<file path="config.mk">
export PLATFORM = sky130hd
export DESIGN_NAME = arb2x1_rr
export DESIGN_NICKNAME = d
export VERILOG_FILES = /design/src/rtl/arb_pkg.sv /design/src/rtl/arb2x1_rr.sv
export SDC_FILE = /design/constraint.sdc
export NUM_CORES = 1
export LEC_CHECK = 0
export BUFFER_PORTS_ARGS = -buffer_cell sky130_fd_sc_hd__clkbuf_2
export CAP_MARGIN = 10
export CORE_MARGIN = 2
export CORE_UTILIZATION = 34
export CTS_CLUSTER_DIAMETER = 200
export DETAILED_ROUTE_END_ITERATION = 16
export PLACE_DENSITY_LB_ADDON = 0.2
export SLEW_MARGIN = 20
export SYNTH_ARGS = -nofsm -noshare
export SYNTH_HDL_FRONTEND = slang
export SYNTH_SLANG_ARGS = --single-unit
</file>
<file path="constraint.sdc">
create_clock -name clk -period 2.75 [get_ports clk]
set_input_delay 0.1375 -clock clk [delete_from_list [all_inputs] [get_ports clk]]
set_output_delay 0.1375 -clock clk [all_outputs]
set_load 0.05 [all_outputs]
</file>
<file path="src/rtl/arb_pkg.sv">
// Shared encodings for the 2:1 round-robin arbiter and the mux stage it drives.
package arb_pkg;

  localparam logic [1:0] ST_IDLE = 2'd0;
  localparam logic [1:0] ST_GNT0 = 2'd1;
  localparam logic [1:0] ST_GNT1 = 2'd2;

  localparam logic SEL_SRC0 = 1'b0;
  localparam logic SEL_SRC1 = 1'b1;

  // One-hot grant pattern implied by an FSM state.
  function automatic logic [1:0] grant_of(input logic [1:0] st);
    logic [1:0] g;
    case (st)
      ST_GNT0: g = 2'b01;
      ST_GNT1: g = 2'b10;
      default: g = 2'b00;
    endcase
    return g;
  endfunction

endpackage

</file>
<file path="src/rtl/arb2x1_rr.sv">
// Burst-based two-source round-robin arbiter; every output comes from a register.
module arb2x1_rr
  import arb_pkg::*;
#(
  parameter int BURST_MAX = 4,
  parameter int CNT_W     = 3
) (
  input  logic             clk,
  input  logic             rst,
  input  logic [1:0]       req,
  input  logic [1:0]       last,
  output logic [1:0]       grant,
  output logic             sel,
  output logic             busy,
  output logic [CNT_W-1:0] burst_cnt
);

  localparam logic [CNT_W-1:0] CNT_CAP = CNT_W'(BURST_MAX - 1);

  logic [1:0]       state_r;
  logic [1:0]       state_n;
  logic [CNT_W-1:0] cnt_n;
  logic             prio_r;
  logic             prio_n;
  logic [1:0]       grant_n;
  logic             sel_n;
  logic             cur;
  logic             oth;
  logic             release_s;

  // State, prio and registered outputs.
  always_ff @(posedge clk or posedge rst) begin
    if (rst) begin
      state_r   <= ST_IDLE;
      prio_r    <= 1'b0;
      grant     <= 2'b00;
      sel       <= SEL_SRC0;
      busy      <= 1'b0;
      burst_cnt <= '0;
    end else begin
      state_r   <= state_n;
      prio_r    <= prio_n;
      grant     <= grant_n;
      sel       <= sel_n;
      busy      <= |grant_n;
      burst_cnt <= cnt_n;
    end
  end

  // Next-state, burst counter and priority update.
  always_comb begin
    state_n   = state_r;
    cnt_n     = burst_cnt;
    prio_n    = prio_r;
    cur       = (state_r == ST_GNT1);
    oth       = ~cur;
    release_s = 1'b0;
    case (state_r)
      ST_IDLE: begin
        cnt_n = '0;
        if (req == 2'b01) begin
          state_n = ST_GNT0;
        end else if (req == 2'b10) begin
          state_n = ST_GNT1;
        end else if (req == 2'b11) begin
          state_n = prio_r ? ST_GNT1 : ST_GNT0;
        end else begin
          state_n = ST_IDLE;
        end
      end
      ST_GNT0, ST_GNT1: begin
        // A dropped req wins over last; both simply end the burst.
        release_s = ~req[cur] | last[cur] | (burst_cnt == CNT_CAP);
        if (release_s) begin
          prio_n = oth;
          cnt_n  = '0;
          if (req[oth]) begin
            state_n = oth ? ST_GNT1 : ST_GNT0;
          end else if (req[cur]) begin
            state_n = state_r;
          end else begin
            state_n = ST_IDLE;
          end
        end else begin
          cnt_n   = burst_cnt + CNT_W'(1);
          state_n = state_r;
        end
      end
      default: begin
        state_n = ST_IDLE;
        cnt_n   = '0;
      end
    endcase
  end

  // Grant and select follow the next state; sel holds through idle.
  always_comb begin
    grant_n = grant_of(state_n);
    case (state_n)
      ST_GNT0: sel_n = SEL_SRC0;
      ST_GNT1: sel_n = SEL_SRC1;
      default: sel_n = sel;
    endcase
  end

endmodule

</file>
==> results of run 1 <==
## stage by stage
stage / setup WS (ps) / instances
global placement: 293.8 / 94
floorplan: 179.0 / 56
CTS: 232.1 / 99
global route: 69.68 / 99
finish: 262.5 / 99
detailed placement: 257.9 / 94
## cell type report
class	count	area (um2)
fillers	173	958.4
clock buffers	4	36.28
multi-input cells	40	331.6
repair buffers	14	77.57
well taps	25	31.28
flip-flops and latches	10	250.2
inverters	6	22.52
## Yosys cell counts (all sizes together)
| cell | instances |
|---|---|
| o31ai | 3 |
| nand4b | 1 |
| ha | 8 |
| nand2 | 3 |
| nor3 | 1 |
| nand3 | 1 |
| nor2b | 3 |
| a311oi | 1 |
| a311o | 1 |
| dfrtp | 10 |
| a21oi | 3 |
| inv | 6 |
| and3 | 1 |
| mux2i | 2 |
| o31a | 1 |
| mux2 | 1 |
| a2111oi | 1 |
| o21ai | 1 |
| nor2 | 3 |
| nand2b | 4 |
| and2 | 1 |
## registers in the layout, summed over array words and instances, names as in the netlist
| register | count |
|---|---|
| burst_cnt | 3 |
| prio_r | 1 |
| grant | 2 |
| busy | 1 |
| sel | 1 |
| state_r | 2 |
## layer usage
| metal | wire length [um] | share of wire |
|---|---|---|
| met5 | 0 | 0 |
| met4 | 0 | 0 |
| met3 | 72 | 0.070 |
| met2 | 445 | 0.43 |
| met1 | 513 | 0.50 |
## placed cells by master (no fill, tap or decap), drive strengths merged
| cell | n |
|---|---|
| a2111oi | 1 |
| nor2b | 3 |
| mux2i | 2 |
| nand2b | 4 |
| clkbuf | 16 |
| dlygate4sd3 | 1 |
| buf | 1 |
| and2 | 1 |
| and3 | 1 |
| a311oi | 1 |
| nand4b | 1 |
| a21oi | 3 |
| a311o | 1 |
| nand2 | 3 |
| nand3 | 1 |
| nor2 | 3 |
| mux2 | 1 |
| o31ai | 3 |
| dfrtp | 10 |
| nor3 | 1 |
| o21ai | 1 |
| ha | 8 |
| o31a | 1 |
| inv | 6 |
## kinds of logic (layout without fill, tap and decap cells)
family | after synthesis | in the layout
AOI/OAI and AO/OA | 11 | 11
buffers and inverters | 6 | 24
adders and majority gates | 8 | 8
and+or+nand+nor | 18 | 18
muxes | 3 | 3
DFF | 10 | 10
## critical path, cell delays in order, from the launching register on
cell,delay (ps)
dfrtp_1,410
inv_1,100
ha_1,270
mux2i_1,190
a2111oi_4,360
nor3_2,110
o31ai_1,350
ha_1,320
mux2_2,270
## repair_timing
action                     4_1_cts  5_1_grt
hold buffers                     1        0
setup buffers                    0        0
hold endpoints to repair        10        0
setup endpoints to repair        0        0
## power by group
| group | total [mW] | internal (mW) | leakage [nW] | switching (mW) |
|---|---|---|---|---|
| clock | 0.131 | 0.0804 | 0.0210 | 0.0506 |
| combinational | 0.493 | 0.183 | 0.223 | 0.309 |
| sequential | 0.234 | 0.202 | 0.130 | 0.0314 |
## worst paths after layout
kind | from | endpoint | slack, ps | cells past startpoint
worst max-delay path | state_r[0]$_DFF_PP0_ | sel$_DFFE_PP0P_ | 260 | 8
worst min-delay path | req[1] | state_r[1]$_DFF_PP0_ | 260 | 3
worst max register to register | state_r[0]$_DFF_PP0_ | sel$_DFFE_PP0P_ | 260 | 8
worst min register to register | burst_cnt[0]$_DFF_PP0_ | burst_cnt[0]$_DFF_PP0_ | 460 | 1
max in group asynchronous | rst | sel$_DFFE_PP0P_ | 2110 | 3
min in group asynchronous | rst | burst_cnt[0]$_DFF_PP0_ | 380 | 3
==> impl_metrics.py, run 1 <==
metrics = {
    "run_status": {
        "outcome": "finished clean",
    },
    "synthesis": {
        "synth.area.top_cells": "dfrtp_1, ha_1, a2111oi_4",
        "synth_top_area_frac": 0.4141,
        "yosysUniqueCellTypes": 21,
        "ys_seq_area_frac": 0.4141,
        "synthAdderAreaFrac": 0.1656,
        "synth.avg_cell_area_um2": 10.79,
        "synth_nets": 70,
        "postSynthCellCount": 56,
        "synth.ff_latch_count": 10,
        "synth_top_cell_by_area": "dfrtp_1",
        "synthXorXnorAreaFrac": 0,
        "synth_compound_area_frac": 0.1615,
        "synth-simple-area-share": 0.1698,
        "synth_top_family_by_area": "simple AND/OR/NAND/NOR gates",
        "yosys_warnings": 0,
        "synthMuxAreaShare": 0.05176,
        "syn_area_um2": 604.3,
    },
    "global_routing": {
        "grt_first_pass_wirelength_um": 1869,
        "grt_max_degree": 11,
        "grt.busiest_layer": "met1",
        "grtUsageMet2": 0.1722,
        "grt_pass1_vias": 418,
        "antenna_found_initial": 0,
        "grtUsageTotal": 0.1256,
        "grt.overflow.total": 0,
        "met1_usage": 0.1760,
        "grtUsageMet3": 0.05882,
    },
    "placed_design": {
        "finalWeightedCongestion": 0.7165,
        "place_area_um2": 703.2,
        "hpwlAfterDp_um": 823.9,
        "io_buffer_count": 12,
    },
    "clocking": {
        "root_buffer": "clkbuf_4",
        "cts_tree": "yes",
        "cts_sinks": 10,
        "cts_buffers": 3,
        "path_clk_slew_ps": 60,
        "htree_levels": 1,
        "clockBufferDepth": 2,
        "postCtsResizedCells": 0,
        "clk_latency_ps": 260,
    },
    "layout": {
        "drive_above_1_share": 0.2703,
        "antenna_cells": 0,
        "fin_nets": 89,
        "area_growth_pct": 24.02,
        "final_cell_area_um2": 749.5,
        "fin_util": 0.4388,
    },
    "timing": {
        "tightest_slew_ps": 373.8,
        "fmax_mhz": 402.0,
        "finalCriticalPeriod_ps": 2487,
        "setup-violations-final": 0,
        "finalSetupTns_ps": 0,
        "max_slew_margin": 0.7505,
        "final_hold_viol_count": 0,
        "maxSlewViolCount": 0,
        "rsz0062_at_grt": "no",
        "post-route-period-util": 0.9045,
        "holdWs_ps": 260.6,
        "clock_skew_ps": 0.6763,
    },
    "pwr": {
        "powerDensity_mw_per_mm2": 1144,
        "vdd_ir_drop_max_v": 0.0005758,
        "leakagePower_nw": 0.3737,
        "p_total_mw": 0.8573,
    },
    "critical_path": {
        "worst_setup_path_start_kind": "flip-flop",
        "critical_path_arrival_ps": 2640,
        "crit_type": "reg -> reg",
        "worst-path-max-fanout": 5,
        "end_kind": "flip-flop",
        "required_ps": 2900,
    },
    "detailed_routing": {
        "routedWlPerCell_um": 10.41,
        "first_pass_iters": 3,
        "routed_wl_um": 1031,
        "vias": 459,
        "drc": 0,
        "antenna_left": 0,
        "drtIter0Drc": 2,
        "viasPerCell": 4.636,
    },
    "floorplan": {
        "die_y_um": 46.16,
        "die_area_mm2": 0.002131,
        "die_x_um": 46.16,
        "core_area_mm2": 0.001708,
        "ioPinCount": 13,
        "core.rowCount": 15,
        "initial_core_util": 0.3538,
    },
    "worst_hold_path": {
        "hold_class": "in -> reg",
    },
    "flow_run": {
        "max-cap-violations": 0,
    },
}
(Power assumes the default switching activity.)
==> run 2: changes to the inputs <==
ABC_AREA = 1   (was default)
==> run 2 against run 1 <==
Compared with the run above: global-route usage grew 0.17 points; maximum frequency rose by 30%; worst setup slack better by 570 ps.
==> impl_metrics.py, run 2 <==
metrics = {
    "synthesis": {
        "synth.avg_cell_area_um2": 7.908,
        "yosys_warnings": 0,
        "ys.flop_type": "dfrtp_1",
        "synth_top_area_frac": 0.4057,
        "synthTopCellsByCount": "nand2_1, inv_1, dfrtp_1, ha_1, nor2_1",
        "ys_seq_area_frac": 0.4057,
        "postSynthCellCount": 78,
        "async_flop_share": 1.000,
        "synth_edf_count": 0,
        "synth_top_cell_by_area": "dfrtp_1",
        "synth_nets": 92,
        "synth.ff_latch_count": 10,
        "yosysUniqueCellTypes": 15,
        "synth.area.top_cells": "dfrtp_1, ha_1, nand2_1",
        "yosysMostFrequentCell": "nand2_1",
        "syn_area_um2": 616.8,
    },
    "timing": {
        "maxSlewViolCount": 0,
        "finalSetupTns_ps": 0,
        "finalCriticalPeriod_ps": 1919,
        "fmax_mhz": 521.1,
        "tightest_slew_ps": 378.1,
        "final_hold_viol_count": 0,
        "max_slew_margin": 0.7477,
        "setup-violations-final": 0,
        "clock_skew_ps": 3.825,
        "post-route-period-util": 0.6978,
        "rsz0062_at_grt": "no",
    },
    "floorplan": {
        "die_y_um": 46.60,
        "initial_core_util": 0.3612,
        "die_x_um": 46.60,
        "core_area_mm2": 0.001708,
        "ioPinCount": 13,
        "die_area_mm2": 0.002171,
        "core.rowCount": 15,
    },
    "placed_design": {
        "io_buffer_count": 12,
        "finalWeightedCongestion": 0.7140,
        "hpwlAfterDp_um": 919.1,
        "placed_cells": 115,
    },
    "critical_path": {
        "crit_type": "reg -> reg",
        "required_ps": 2950,
        "worst_setup_path_start_kind": "flip-flop",
        "cpLargestDelayFamily": "simple AND/OR/NAND/NOR gates",
        "r2r-end": "sel$_DFFE_PP0P_",
        "worst-path-max-fanout": 5,
        "critical_path_arrival_ps": 2120,
        "regToRegStartpoint": "state_r[0]$_DFF_PP0_",
        "critPathSlowestCell": "dfrtp_1",
        "crit_end": "sel$_DFFE_PP0P_",
        "critPathMostFrequentCell": "nand2_1",
        "cp_num_cells": 14,
        "crit_buf_inv": 3,
        "r2r_slack_ps": 830,
        "rr_worst_depth": 14,
        "end_kind": "flip-flop",
        "cp_cell_sequence": "inv_1 -> ha_1 -> inv_2 -> nand2_1 -> nand2_1 -> nor2_2 -> nand4_1 -> nand2_1 -> nor2_1 -> nor2_1 -> ha_1 -> inv_1 -> nand2_1 -> nand2_1",
        "worstSetupStartpoint": "state_r[0]$_DFF_PP0_",
        "cpPeakStageDelay_ps": 410,
    },
    "layout": {
        "largest_reg_flops": 3,
        "area_growth_pct": 22.31,
        "final_cell_mix": "nand2_1, clkbuf_2, inv_1",
        "fill_cells": 189,
        "regMostFlops": "burst_cnt",
        "antenna_cells": 0,
        "final_common_cell": "nand2_1",
        "fin_nets": 110,
        "reg_top3": "burst_cnt (3), grant (2), state_r (2)",
        "drive_above_1_share": 0.2842,
        "finalNonFillerCells": 120,
    },
    "global_routing": {
        "grt.overflow.total": 0,
        "antenna_found_initial": 0,
        "grt_first_pass_wirelength_um": 1821,
        "grtUsageTotal": 0.1273,
        "grt_max_degree": 11,
        "grt_pass1_vias": 442,
    },
    "run_status": {
        "outcome": "finished clean",
    },
    "pwr": {
        "pwr-share-seq": 0.283,
        "power_frac_clock": 0.156,
        "leakagePower_nw": 0.4229,
        "vdd_ir_drop_max_v": 0.0004590,
        "pwr-share-comb": 0.561,
        "p_sw_frac": 0.4902,
        "powerDensity_mw_per_mm2": 1108,
        "p_switching_mw": 0.4098,
        "power.internal_mw": 0.4262,
    },
    "detailed_routing": {
        "routedWlPerCell_um": 9.117,
        "drtIter0Drc": 0,
        "viasPerCell": 4.183,
        "first_pass_iters": 1,
        "antenna_left": 0,
        "drc": 0,
        "vias": 502,
        "routed_wl_um": 1094,
    },
    "clocking": {
        "htree_levels": 1,
        "post_cts_buffers": 0,
        "root_buffer": "clkbuf_4",
        "clk_latency_ps": 260,
        "cts_tree": "yes",
        "path_clk_slew_ps": 70,
        "cts_buffers": 3,
        "clockBufferDepth": 2,
        "cts_sinks": 10,
    },
    "flow_run": {
        "max-cap-violations": 0,
    },
    "worst_hold_path": {
        "hold_class": "in -> reg",
    },
}
[run 2: cell types whose count changed after synthesis, moves of 2 or more]
cell / previous run / this run
inv_1: 6 / 11
inv_2: 0 / 3
mux2i_1: 2 / 0
nand2_1: 3 / 22
nand2_2: 0 / 5
nand2b_1: 4 / 0
nand4_1: 0 / 2
nor2_1: 3 / 6
nor2_2: 0 / 2
nor2b_1: 3 / 0
o21ai_1: 0 / 2
o31ai_1: 3 / 0
[run 2: cell families (layout without fill, tap and decap cells)]
group           count (synthesis)  in the layout  share of synthesized area
flops                          10             10                     0.4057
buf+inv                        14             31                    0.08519
compound gates                  7              7                    0.06086
fa+ha+maj                       8              8                     0.1623
simple gates                   39             39                     0.2860
[run 2: final cells by class]
class	count	area [um2]	share of cell area
Tap cell	25	31.28	0.04146
Inverter	14	52.55	0.06965
Clock buffer	4	36.28	0.04809
Sequential cell	10	250.2	0.3317
Timing Repair Buffer	13	70.07	0.09287
Multi-Input combinational cell	54	314.1	0.4163
[run 2: power by group through the flow]
stage | combinational (mW) | sequential (mW) | clock, mW
after floorplan | 0.275 | 0.339 | 0
after global placement | 0.468 | 0.239 | 0
after detailed placement | 0.477 | 0.240 | 0
after CTS | 0.479 | 0.238 | 0.137
after global routing | 0.543 | 0.244 | 0.142
final | 0.469 | 0.237 | 0.130
[run 2: worst reg2reg max path: cells and delay by family (launching register included)]
| kind | cells | cell delay [ps] |
|---|---|---|
| AND/OR/NAND/NOR | 9 | 700 |
| adder cells (fa/ha/maj) | 2 | 520 |
| flip-flops | 1 | 410 |
| buffers and inverters | 3 | 250 |
[run 2: metrics by stage]
step | hold WS [ps] | utilization | total power [mW] | instance area [um2] | setup WS, ps
6_report | 261.6 | 0.4418 | 0.8359 | 754.5 | 831.0
5_1_grt | 291.7 | 0.4418 | 0.9285 | 754.5 | 549.4
4_1_cts | 256.8 | 0.4418 | 0.8531 | 754.5 | 802.5
3_5_place_dp | 116.0 | 0.4147 | 0.7169 | 708.2 | 812.6
3_3_place_gp | 107.4 | 0.4147 | 0.7072 | 708.2 | 846.8
2_1_floorplan | -22.32 | - | 0.6135 | 616.8 | 736.5
[run 2: how the worst min path moves through the flow]
stage / from / end / slack (ps) / cells after the start
floorplan: rst / burst_cnt[0]$_DFF_PP0_ / -20 / 1
global placement: rst / burst_cnt[0]$_DFF_PP0_ / 110 / 2
detailed placement: rst / burst_cnt[0]$_DFF_PP0_ / 120 / 2
CTS: last[0] / burst_cnt[2]$_DFF_PP0_ / 260 / 4
global route: req[1] / state_r[0]$_DFF_PP0_ / 290 / 4
finish: last[0] / burst_cnt[2]$_DFF_PP0_ / 260 / 4
[run 2: routing by layer]
layer | global-route usage | up-vias | share of wire
met3 | 0.01176 | 2 | 0.029
li1 | - | 275 | -
met1 | 0.1659 | 216 | 0.48
met2 | 0.1806 | 9 | 0.48
met5 | 0 | - | 0
met4 | 0.1200 | 0 | 0.016
[run 2: what timing repair did]
action	4_1_cts	5_1_grt
endpoints found under the hold margin	10	0
hold buffers	1	0
setup endpoints to repair	0	0
gates resized for setup	0	0
==> run 3: changes to the inputs <==
clock period = 2 ns   (was 2.75 ns; I/O delays follow)
==> run 3 against run 2 <==
Compared with the run above: worst hold slack worse by 53 ps; total power up 56%; sequential cell count unchanged; maximum frequency is 2.5% higher; worst setup slack lost 700 ps; cell count rose by 2.5%; combinational power up 68%; cell area is 9.3% higher.
==> impl_metrics.py, run 3 (same netlist as run 2, synthesis figures left out) <==
metrics = {
    "floorplan": {
        "core_area_mm2": 0.001708,
        "ioPinCount": 13,
        "die_area_mm2": 0.002171,
        "die_x_um": 46.60,
        "core.rowCount": 15,
        "initial_core_util": 0.3612,
        "die_y_um": 46.60,
    },
    "detailed_routing": {
        "first_pass_iters": 2,
        "viasPerCell": 4.309,
        "routed_wl_um": 1121,
        "drtIter0Drc": 8,
        "vias": 530,
        "wl_met1_um": 524,
        "drc": 0,
        "top_layer": "met3",
        "antenna_left": 0,
        "dr_wl_met2_um": 535,
        "routedWlPerCell_um": 9.114,
        "wl_met3_um": 61,
    },
    "timing": {
        "holdWs_ps": 208.9,
        "finalSetupTns_ps": 0,
        "max_slew_margin": 0.7526,
        "clock_skew_ps": 5.994,
        "setup-violations-final": 0,
        "final_hold_viol_count": 0,
        "maxSlewViolCount": 0,
        "fmax_mhz": 534.2,
        "finalCriticalPeriod_ps": 1872,
        "tightest_slew_ps": 370.7,
        "post-route-period-util": 0.9360,
    },
    "critical_path": {
        "cpLargestDelayFamily": "simple AND/OR/NAND/NOR gates",
        "crit_type": "reg -> reg",
        "r2r_slack_ps": 130,
        "worst_setup_path_start_kind": "flip-flop",
        "cpPeakStageDelay_ps": 420,
        "critPathSlowestCell": "dfrtp_2",
        "end_kind": "flip-flop",
        "critical_path_arrival_ps": 2020,
        "worst-path-max-fanout": 3,
        "crit_buf_inv": 1,
        "required_ps": 2150,
        "cp_cell_sequence": "ha_1 -> ha_1 -> inv_1 -> nand2_2 -> nor2_2 -> nand4_1 -> nand2_2 -> nor2_1 -> nor2_2 -> ha_4 -> nand2_1 -> nand2_1",
    },
    "pwr": {
        "vdd_ir_drop_max_v": 0.0008021,
        "powerDensity_mw_per_mm2": 1583,
        "leakagePower_nw": 0.4332,
    },
    "global_routing": {
        "grtUsageTotal": 0.1268,
        "grt_pass1_vias": 474,
        "grt_max_degree": 11,
        "grt_first_pass_wirelength_um": 1863,
        "antenna_found_initial": 0,
        "grt.overflow.total": 0,
    },
    "layout": {
        "antenna_cells": 0,
        "area_growth_pct": 33.67,
        "final_cell_area_um2": 824.5,
        "final_common_cell": "nand2_1",
        "reg_top3": "burst_cnt (3), grant (2), state_r (2)",
        "regMostFlops": "burst_cnt",
        "largest_reg_flops": 3,
        "fin_util": 0.4828,
        "fin_nets": 113,
        "finalNonFillerCells": 123,
        "drive_above_1_share": 0.4082,
        "final_cell_mix": "nand2_1, clkbuf_2, inv_1",
    },
    "clocking": {
        "cts_tree": "yes",
        "root_buffer": "clkbuf_4",
        "path_clk_slew_ps": 70,
        "clk_latency_ps": 260,
        "cts_buffers": 3,
        "cts_sinks": 10,
        "clockBufferDepth": 2,
        "htree_levels": 1,
    },
    "placed_design": {
        "hpwlAfterDp_um": 884.2,
        "finalWeightedCongestion": 0.7716,
        "place_area_um2": 716.9,
        "placed_cells": 116,
        "io_buffer_count": 12,
    },
    "worst_hold_path": {
        "hold_class": "in -> reg",
    },
    "flow_run": {
        "max-cap-violations": 0,
    },
    "run_status": {
        "outcome": "finished clean",
    },
}
==> run 3: path summary, 6_finish.rpt <==
path                                        start                     end  cells after the start
setup / recovery           burst_cnt[0]$_DFF_PP0_         sel$_DFFE_PP0P_                     12
hold / removal                            last[0]  burst_cnt[2]$_DFF_PP0_                      4
setup reg to reg           burst_cnt[0]$_DFF_PP0_         sel$_DFFE_PP0P_                     12
hold reg to reg            burst_cnt[0]$_DFF_PP0_  burst_cnt[0]$_DFF_PP0_                      1
max in group asynchronous                     rst    state_r[1]$_DFF_PP0_                      3
min in group asynchronous                     rst  burst_cnt[1]$_DFF_PP0_                      3
==> run 3: worst min-delay path, cell delays in order <==
cell and delay, ps:
clkbuf_2 80, nand2_2 80, nand3_1 130, nor2_1 50
==> run 3: routing by layer <==
metal / up-vias / global-route usage
li1: 280 / -
met1: 240 / 0.1544
met2: 10 / 0.2000
met3: 0 / 0.07059
met4: 0 / 0.01714
met5: - / 0
==> run 3: final cells by class <==
type / instances / area (um2)
flip-flops and latches: 10 / 252.7
clock buffers: 4 / 36.28
inverters: 14 / 52.55
well taps: 25 / 31.28
repair buffers: 16 / 92.59
fillers: 178 / 883.3
multi-input cells: 54 / 359.1
==> run 3: power breakdown <==
part / switching [mW] / leakage (nW) / internal [mW]
sequential: 0.0542 / 0.127 / 0.281
combinational: 0.497 / 0.285 / 0.293
clock: 0.0691 / 0.0210 / 0.110
total: 0.621 / 0.433 / 0.684
==> run 3: metrics by stage <==
| step | setup WS (ps) | total power, mW |
|---|---|---|
| floorplan | 15.48 | 0.8455 |
| global placement | 134.2 | 0.9808 |
| detailed placement | 122.6 | 0.9898 |
| CTS | 100.7 | 1.180 |
| global route | -32.40 | 1.445 |
| finish | 128.0 | 1.305 |
==> run 3: repair_timing <==
action	4_1_cts	5_1_grt
gates resized for setup	0	11
setup buffers	0	2
endpoints found under the setup margin	0	2
endpoints found under the hold margin	10	0
hold buffers	1	0
